### src/rtl/serial_addsub_pkg.sv
// Shared encodings for the bit-serial adder/subtractor: operation select,
// controller states and the bit-counter width helper.
package serial_addsub_pkg;

    localparam logic OP_ADD = 1'b0;
    localparam logic OP_SUB = 1'b1;

    typedef enum logic [1:0] {
        IDLE = 2'd0,
        RUN  = 2'd1,
        DONE = 2'd2
    } state_t;

    // A single-bit operation still needs a one-bit counter.
    function automatic int cnt_width(input int width);
        return (width > 1) ? $clog2(width) : 1;
    endfunction

endpackage

### src/rtl/serial_addsub_cell.sv
// One-bit full adder / full subtractor built from 2:1 muxes.
// The sum and difference bits are identical; only the carry/borrow differs.
module addsub_cell
    import serial_addsub_pkg::*;
(
    input  logic x,
    input  logic y,
    input  logic c,
    input  logic op,
    output logic s,
    output logic co
);

    logic p;
    logic add_co;
    logic sub_bo;

    assign p = x ? ~y : y;
    assign s = c ? ~p : p;

    // When x and y differ, the add carry follows c and the borrow follows y;
    // when they match, the carry is x and the borrow is c.
    assign add_co = p ? c : x;
    assign sub_bo = p ? y : c;

    assign co = (op == OP_SUB) ? sub_bo : add_co;

endmodule

### src/rtl/serial_addsub.sv
// Bit-serial adder/subtractor: one bit per cycle, LSB first, using a single
// shared add/sub cell and a registered carry/borrow.
module serial_addsub
    import serial_addsub_pkg::*;
#(
    parameter int WIDTH = 8
) (
    input  logic             clk,
    input  logic             rst,
    input  logic             start,
    input  logic             op,
    input  logic             cin,
    input  logic [WIDTH-1:0] a,
    input  logic [WIDTH-1:0] b,
    output logic             busy,
    output logic             done,
    output logic [WIDTH-1:0] result,
    output logic             cout,
    output logic             overflow
);

    localparam int CW = cnt_width(WIDTH);

    state_t           state_q, state_d;
    logic [CW-1:0]    cnt_q, cnt_d;
    logic [WIDTH-1:0] a_sh_q, a_sh_d;
    logic [WIDTH-1:0] b_sh_q, b_sh_d;
    logic [WIDTH-1:0] res_sh_q, res_sh_d;
    logic             carry_q, carry_d;
    logic             op_q, op_d;
    logic             a_msb_q, a_msb_d;
    logic             b_msb_q, b_msb_d;
    logic [WIDTH-1:0] result_q, result_d;
    logic             cout_q, cout_d;
    logic             ovf_q, ovf_d;

    logic             cell_s;
    logic             cell_co;
    logic             accept;
    logic             last_bit;
    logic [WIDTH-1:0] res_next;

    addsub_cell u_cell (
        .x  (a_sh_q[0]),
        .y  (b_sh_q[0]),
        .c  (carry_q),
        .op (op_q),
        .s  (cell_s),
        .co (cell_co)
    );

    assign last_bit = (cnt_q == CW'(WIDTH - 1));

    always_comb begin
        state_d  = state_q;
        cnt_d    = cnt_q;
        a_sh_d   = a_sh_q;
        b_sh_d   = b_sh_q;
        res_sh_d = res_sh_q;
        carry_d  = carry_q;
        op_d     = op_q;
        a_msb_d  = a_msb_q;
        b_msb_d  = b_msb_q;
        result_d = result_q;
        cout_d   = cout_q;
        ovf_d    = ovf_q;
        accept   = 1'b0;
        res_next = res_sh_q >> 1;
        res_next[WIDTH-1] = cell_s;

        case (state_q)
            IDLE: begin
                accept = start;
            end
            RUN: begin
                a_sh_d   = a_sh_q >> 1;
                b_sh_d   = b_sh_q >> 1;
                res_sh_d = res_next;
                carry_d  = cell_co;
                cnt_d    = cnt_q + 1'b1;
                if (last_bit) begin
                    state_d  = DONE;
                    result_d = res_next;
                    cout_d   = cell_co;
                    // cell_s here is the final result MSB.
                    if (op_q == OP_ADD) begin
                        ovf_d = (a_msb_q == b_msb_q) && (cell_s != a_msb_q);
                    end else begin
                        ovf_d = (a_msb_q != b_msb_q) && (cell_s != a_msb_q);
                    end
                end
            end
            DONE: begin
                state_d = IDLE;
                accept  = start;
            end
            default: begin
                state_d = IDLE;
            end
        endcase

        if (accept) begin
            state_d = RUN;
            cnt_d   = '0;
            a_sh_d  = a;
            b_sh_d  = b;
            op_d    = op;
            carry_d = cin;
            a_msb_d = a[WIDTH-1];
            b_msb_d = b[WIDTH-1];
        end
    end

    always_ff @(posedge clk) begin
        if (rst) begin
            state_q  <= IDLE;
            cnt_q    <= '0;
            a_sh_q   <= '0;
            b_sh_q   <= '0;
            res_sh_q <= '0;
            carry_q  <= 1'b0;
            op_q     <= 1'b0;
            a_msb_q  <= 1'b0;
            b_msb_q  <= 1'b0;
            result_q <= '0;
            cout_q   <= 1'b0;
            ovf_q    <= 1'b0;
        end else begin
            state_q  <= state_d;
            cnt_q    <= cnt_d;
            a_sh_q   <= a_sh_d;
            b_sh_q   <= b_sh_d;
            res_sh_q <= res_sh_d;
            carry_q  <= carry_d;
            op_q     <= op_d;
            a_msb_q  <= a_msb_d;
            b_msb_q  <= b_msb_d;
            result_q <= result_d;
            cout_q   <= cout_d;
            ovf_q    <= ovf_d;
        end
    end

    assign busy     = (state_q == RUN);
    assign done     = (state_q == DONE);
    assign result   = result_q;
    assign cout     = cout_q;
    assign overflow = ovf_q;

endmodule

### config.mk
export PLATFORM = sky130hd
export DESIGN_NAME = serial_addsub
export DESIGN_NICKNAME = d
export VERILOG_FILES = /design/src/rtl/serial_addsub_pkg.sv /design/src/rtl/serial_addsub_cell.sv /design/src/rtl/serial_addsub.sv
export SDC_FILE = /design/constraint.sdc
export NUM_CORES = 1
export LEC_CHECK = 0
export CELL_PAD_IN_SITES_DETAIL_PLACEMENT = 0
export CELL_PAD_IN_SITES_GLOBAL_PLACEMENT = 1
export CORE_MARGIN = 1
export CORE_UTILIZATION = 43
export CTS_BUF_LIST = sky130_fd_sc_hd__clkbuf_4 sky130_fd_sc_hd__clkbuf_8
export DETAILED_ROUTE_END_ITERATION = 8
export GPL_ROUTABILITY_DRIVEN = 0
export GPL_TIMING_DRIVEN = 0
export HOLD_SLACK_MARGIN = 0.12
export PLACE_DENSITY_LB_ADDON = 0.1
export SLEW_MARGIN = 20
export SYNTH_ARGS = -nofsm -noshare
export SYNTH_HDL_FRONTEND = slang
export SYNTH_HIERARCHICAL = 1
export SYNTH_SLANG_ARGS = --single-unit
### constraint.sdc
create_clock -name clk -period 4.1 [get_ports clk]
set_clock_uncertainty 0.05 [all_clocks]
set_input_delay 0.82 -clock clk [delete_from_list [all_inputs] [get_ports clk]]
set_output_delay 0.82 -clock clk [all_outputs]
set_load 0.02 [all_outputs]
==> impl_metrics.tcl <==
set metrics [dict create \
    power_frac_comb_pct 14.8 \
    drv_cap 0 \
    path_delay_family "buffers and inverters" \
    pre_cts_ws_ns 1.76 \
    synth-seq-cells 42 \
    cts_made_buffers 5 \
    cp-end-kind "output pin" \
    cp_data_arrival_time_ns 1.79 \
    ys.flop_type "dfxtp_1" \
    drc 0 \
    cts_resized 0 \
    grt_pass1_vias 1469 \
    critical_path.max_stage_delay_ns 0.60 \
    ios 33 \
    setup_slack_ns 1.44 \
    max_freq_ghz 0.376 \
    crit_slowest_cell "clkdlybuf4s50_1" \
    setup_viol 0 \
    placed_area_sq_um 2090 \
    ys_warn_count 6 \
    period_share_pct 64.9 \
    fp.dieW_microns 65.3 \
    syn_area_sq_um 1720 \
    p_int_mw 0.629 \
    htree_levels 2 \
    synth_edf_count 0 \
    crit_path_frequent_cell "buf_6" \
    fin_cells 282 \
    clkPwrFrac_pct 32.9 \
    antenna_cells 0 \
    routed_wirelength_mm 3.84 \
    root_buffer "clkbuf_8" \
    hpwl_mm 2.76 \
    required_ns 3.23 \
    grt_pass1_wl_mm 6.60 \
    slew_headroom_pct 65.8 \
    final_cell_area_sq_um 2190 \
    clockBufferDepth 2 \
    fin_nets 256 \
    yosysTopAreaCell "dfxtp_1" \
    vdd_ir_drop_max_uv 238 \
    tns_ns 0 \
    yosys-top-cells-area "dfxtp_1, nand2_1, a21oi_1, nor3_1, nand3_1" \
    seqPwrFrac_pct 52.3 \
    drtIter0Drc 66 \
    via_per_inst 5.27 \
    coreArea_sq_um 3740 \
    yosysSeqAreaShare_pct 48.9 \
    final_hold_viol_count 0 \
    grt_overflow_total 0 \
    die_h_microns 65.3 \
    ant_nets 0 \
    post_drt_wl_per_cell_microns 13.6 \
    hold_path.class "register to register" \
    drtPass1Iterations 4 \
    yosysUniqueCellTypes 26 \
    critPathKind "register to output pin" \
    crit_fanout 10 \
    r2r_slack_ns 2.53 \
    antenna_found_initial 0 \
    synthArstFlopShare_pct 0 \
    cts_tree "done" \
    num_rows 22 \
    drive_above_1_share_pct 10.3 \
    p_sw_mw 0.212 \
    path_cells "nand2b_1 -> buf_6 -> inv_8 -> buf_6 -> clkdlybuf4s50_1" \
    yosysTopAreaCellShare_pct 48.9 \
    syn_inst 195 \
    slew_violations 0 \
    cts.clk_slew.worst_paths_ns 0.08 \
    hold_buffers 0 \
    max_slew.worst_pin.slew_ns 0.513 \
    worst_setup_path_start_kind "register" \
    clock_latency_ns 0.29 \
    syn_to_final_growth_pct 27.1 \
    cts_setup_buffers 0 \
    cp_num_buf_inv 4 \
    io_buffers 31 \
    clock-sinks 42 \
    initial_utilization_pct 46.0 \
    syn-num-nets 218 \
    pwr_density_cell_nw_per_um2 385 \
    rsz0062_at_grt "no" \
    avgSynthCellArea_sq_um 8.82 \
    status "complete, no violations" \
    switching_share_pct 25.2 \
    synthTopCellsByCount "dfxtp_1, nand2_1, a21oi_1, nor3_1, nand3_1" \
    synth.most_common_cell "dfxtp_1" \
    vias 1485 \
    die-area_sq_um 4260 \
    placedCellCount 274 \
    grt_max_degree 13 \
    grt.total_usage_pct 20.4 \
    p_leak_nw 0.786 \
    finalCriticalPeriod_ns 2.66 \
]
[flip-flops by register name, indices dropped and copies added, names as in the netlist]
| register | count |
|---|---|
| op_q | 1 |
| b_sh_q | 8 |
| cout | 1 |
| res_sh_q | 7 |
| result | 8 |
| a_sh_q | 8 |
| a_msb_q | 1 |
| overflow | 1 |
| carry_q | 1 |
| cnt_q | 3 |
| b_msb_q | 1 |
| state_q | 2 |
[through the flow]
step | hold WS (ns) | total power, mW | util [%]
4_1_cts | 0.414 | 0.848 | 58.4
2_1_floorplan | 0.387 | 0.530 | -
3_5_place_dp | 0.401 | 0.573 | 55.8
5_1_grt | 0.424 | 0.880 | 58.4
6_report | 0.409 | 0.841 | 58.4
3_3_place_gp | 0.394 | 0.570 | 55.8
[power groups by stage]
stage / Clock, mW / Combinational (mW) / Sequential [mW]
floorplan: 0 / 0.0836 / 0.446
global placement: 0 / 0.121 / 0.449
detailed placement: 0 / 0.124 / 0.449
CTS: 0.283 / 0.125 / 0.440
global route: 0.300 / 0.137 / 0.443
finish: 0.277 / 0.124 / 0.440
[path summary, 6_finish.rpt]
path,from,end,depth (start not counted)
max reg2reg,cnt_q[0]$_SDFFE_PP0P_,result[7]$_SDFFE_PP0P_,5
min reg2reg,result[5]$_SDFFE_PP0P_,result[5]$_SDFFE_PP0P_,2
max,state_q[0]$_SDFFE_PP0P_,busy,5
min,result[5]$_SDFFE_PP0P_,result[5]$_SDFFE_PP0P_,2
[worst min-delay path, stage by stage, from the launching register on]
cell and delay (ns):
dfxtp_1 0.31, nand2_1 0.05, a21oi_1 0.05
[metal layers]
metal  vias to the layer above  part of all wire [%]  wire length [microns]  GRT usage [%]
met2                        35                    47                   1790           32.0
met4                         0                   1.3                     50           7.34
met3                         7                   4.4                    168           4.34
met5                         -                     0                      0              0
met1                       689                    48                   1840           27.4
li1                        754                     -                      -              -
[cell usage in the layout, fill, tap and decap left out, types with 2 or more instances in the layout]
master           count
a21oi_1             25
a22oi_1              4
a311oi_1             4
buf_2                2
buf_4                4
buf_6                5
clkbuf_1             5
clkbuf_8             6
clkdlybuf4s50_1     31
dfxtp_1             42
ha_1                 2
mux2i_1              4
nand2_1             36
nand2b_1             2
nand3_1             14
nor2_1               6
nor2b_1              4
nor3_1              16
nor3_2               2
o22ai_1              7
xnor2_1              3
xor2_1               2
[layout make-up]
type                    count  area, sq um
inverters                   1         11.3
well taps                  48         60.1
fillers                   367         1560
multi-input cells         135          749
clock inverters             1         5.00
plain buffers              17          119
flip-flops and latches     42          841
repair buffers             31          310
clock buffers               7         90.1
[kinds of logic (layout without fill, tap and decap cells)]
kind of cell	Yosys count	count (layout)	share of synthesized area [%]
mux	4	4	2.33
xor+xnor	5	5	2.55
buf+inv	18	57	7.56
simple gates	81	81	21.7
compound gates	42	42	14.9
flops	42	42	48.9
fa+ha+maj	3	3	2.11
Power figures use the tool's default switching activity.
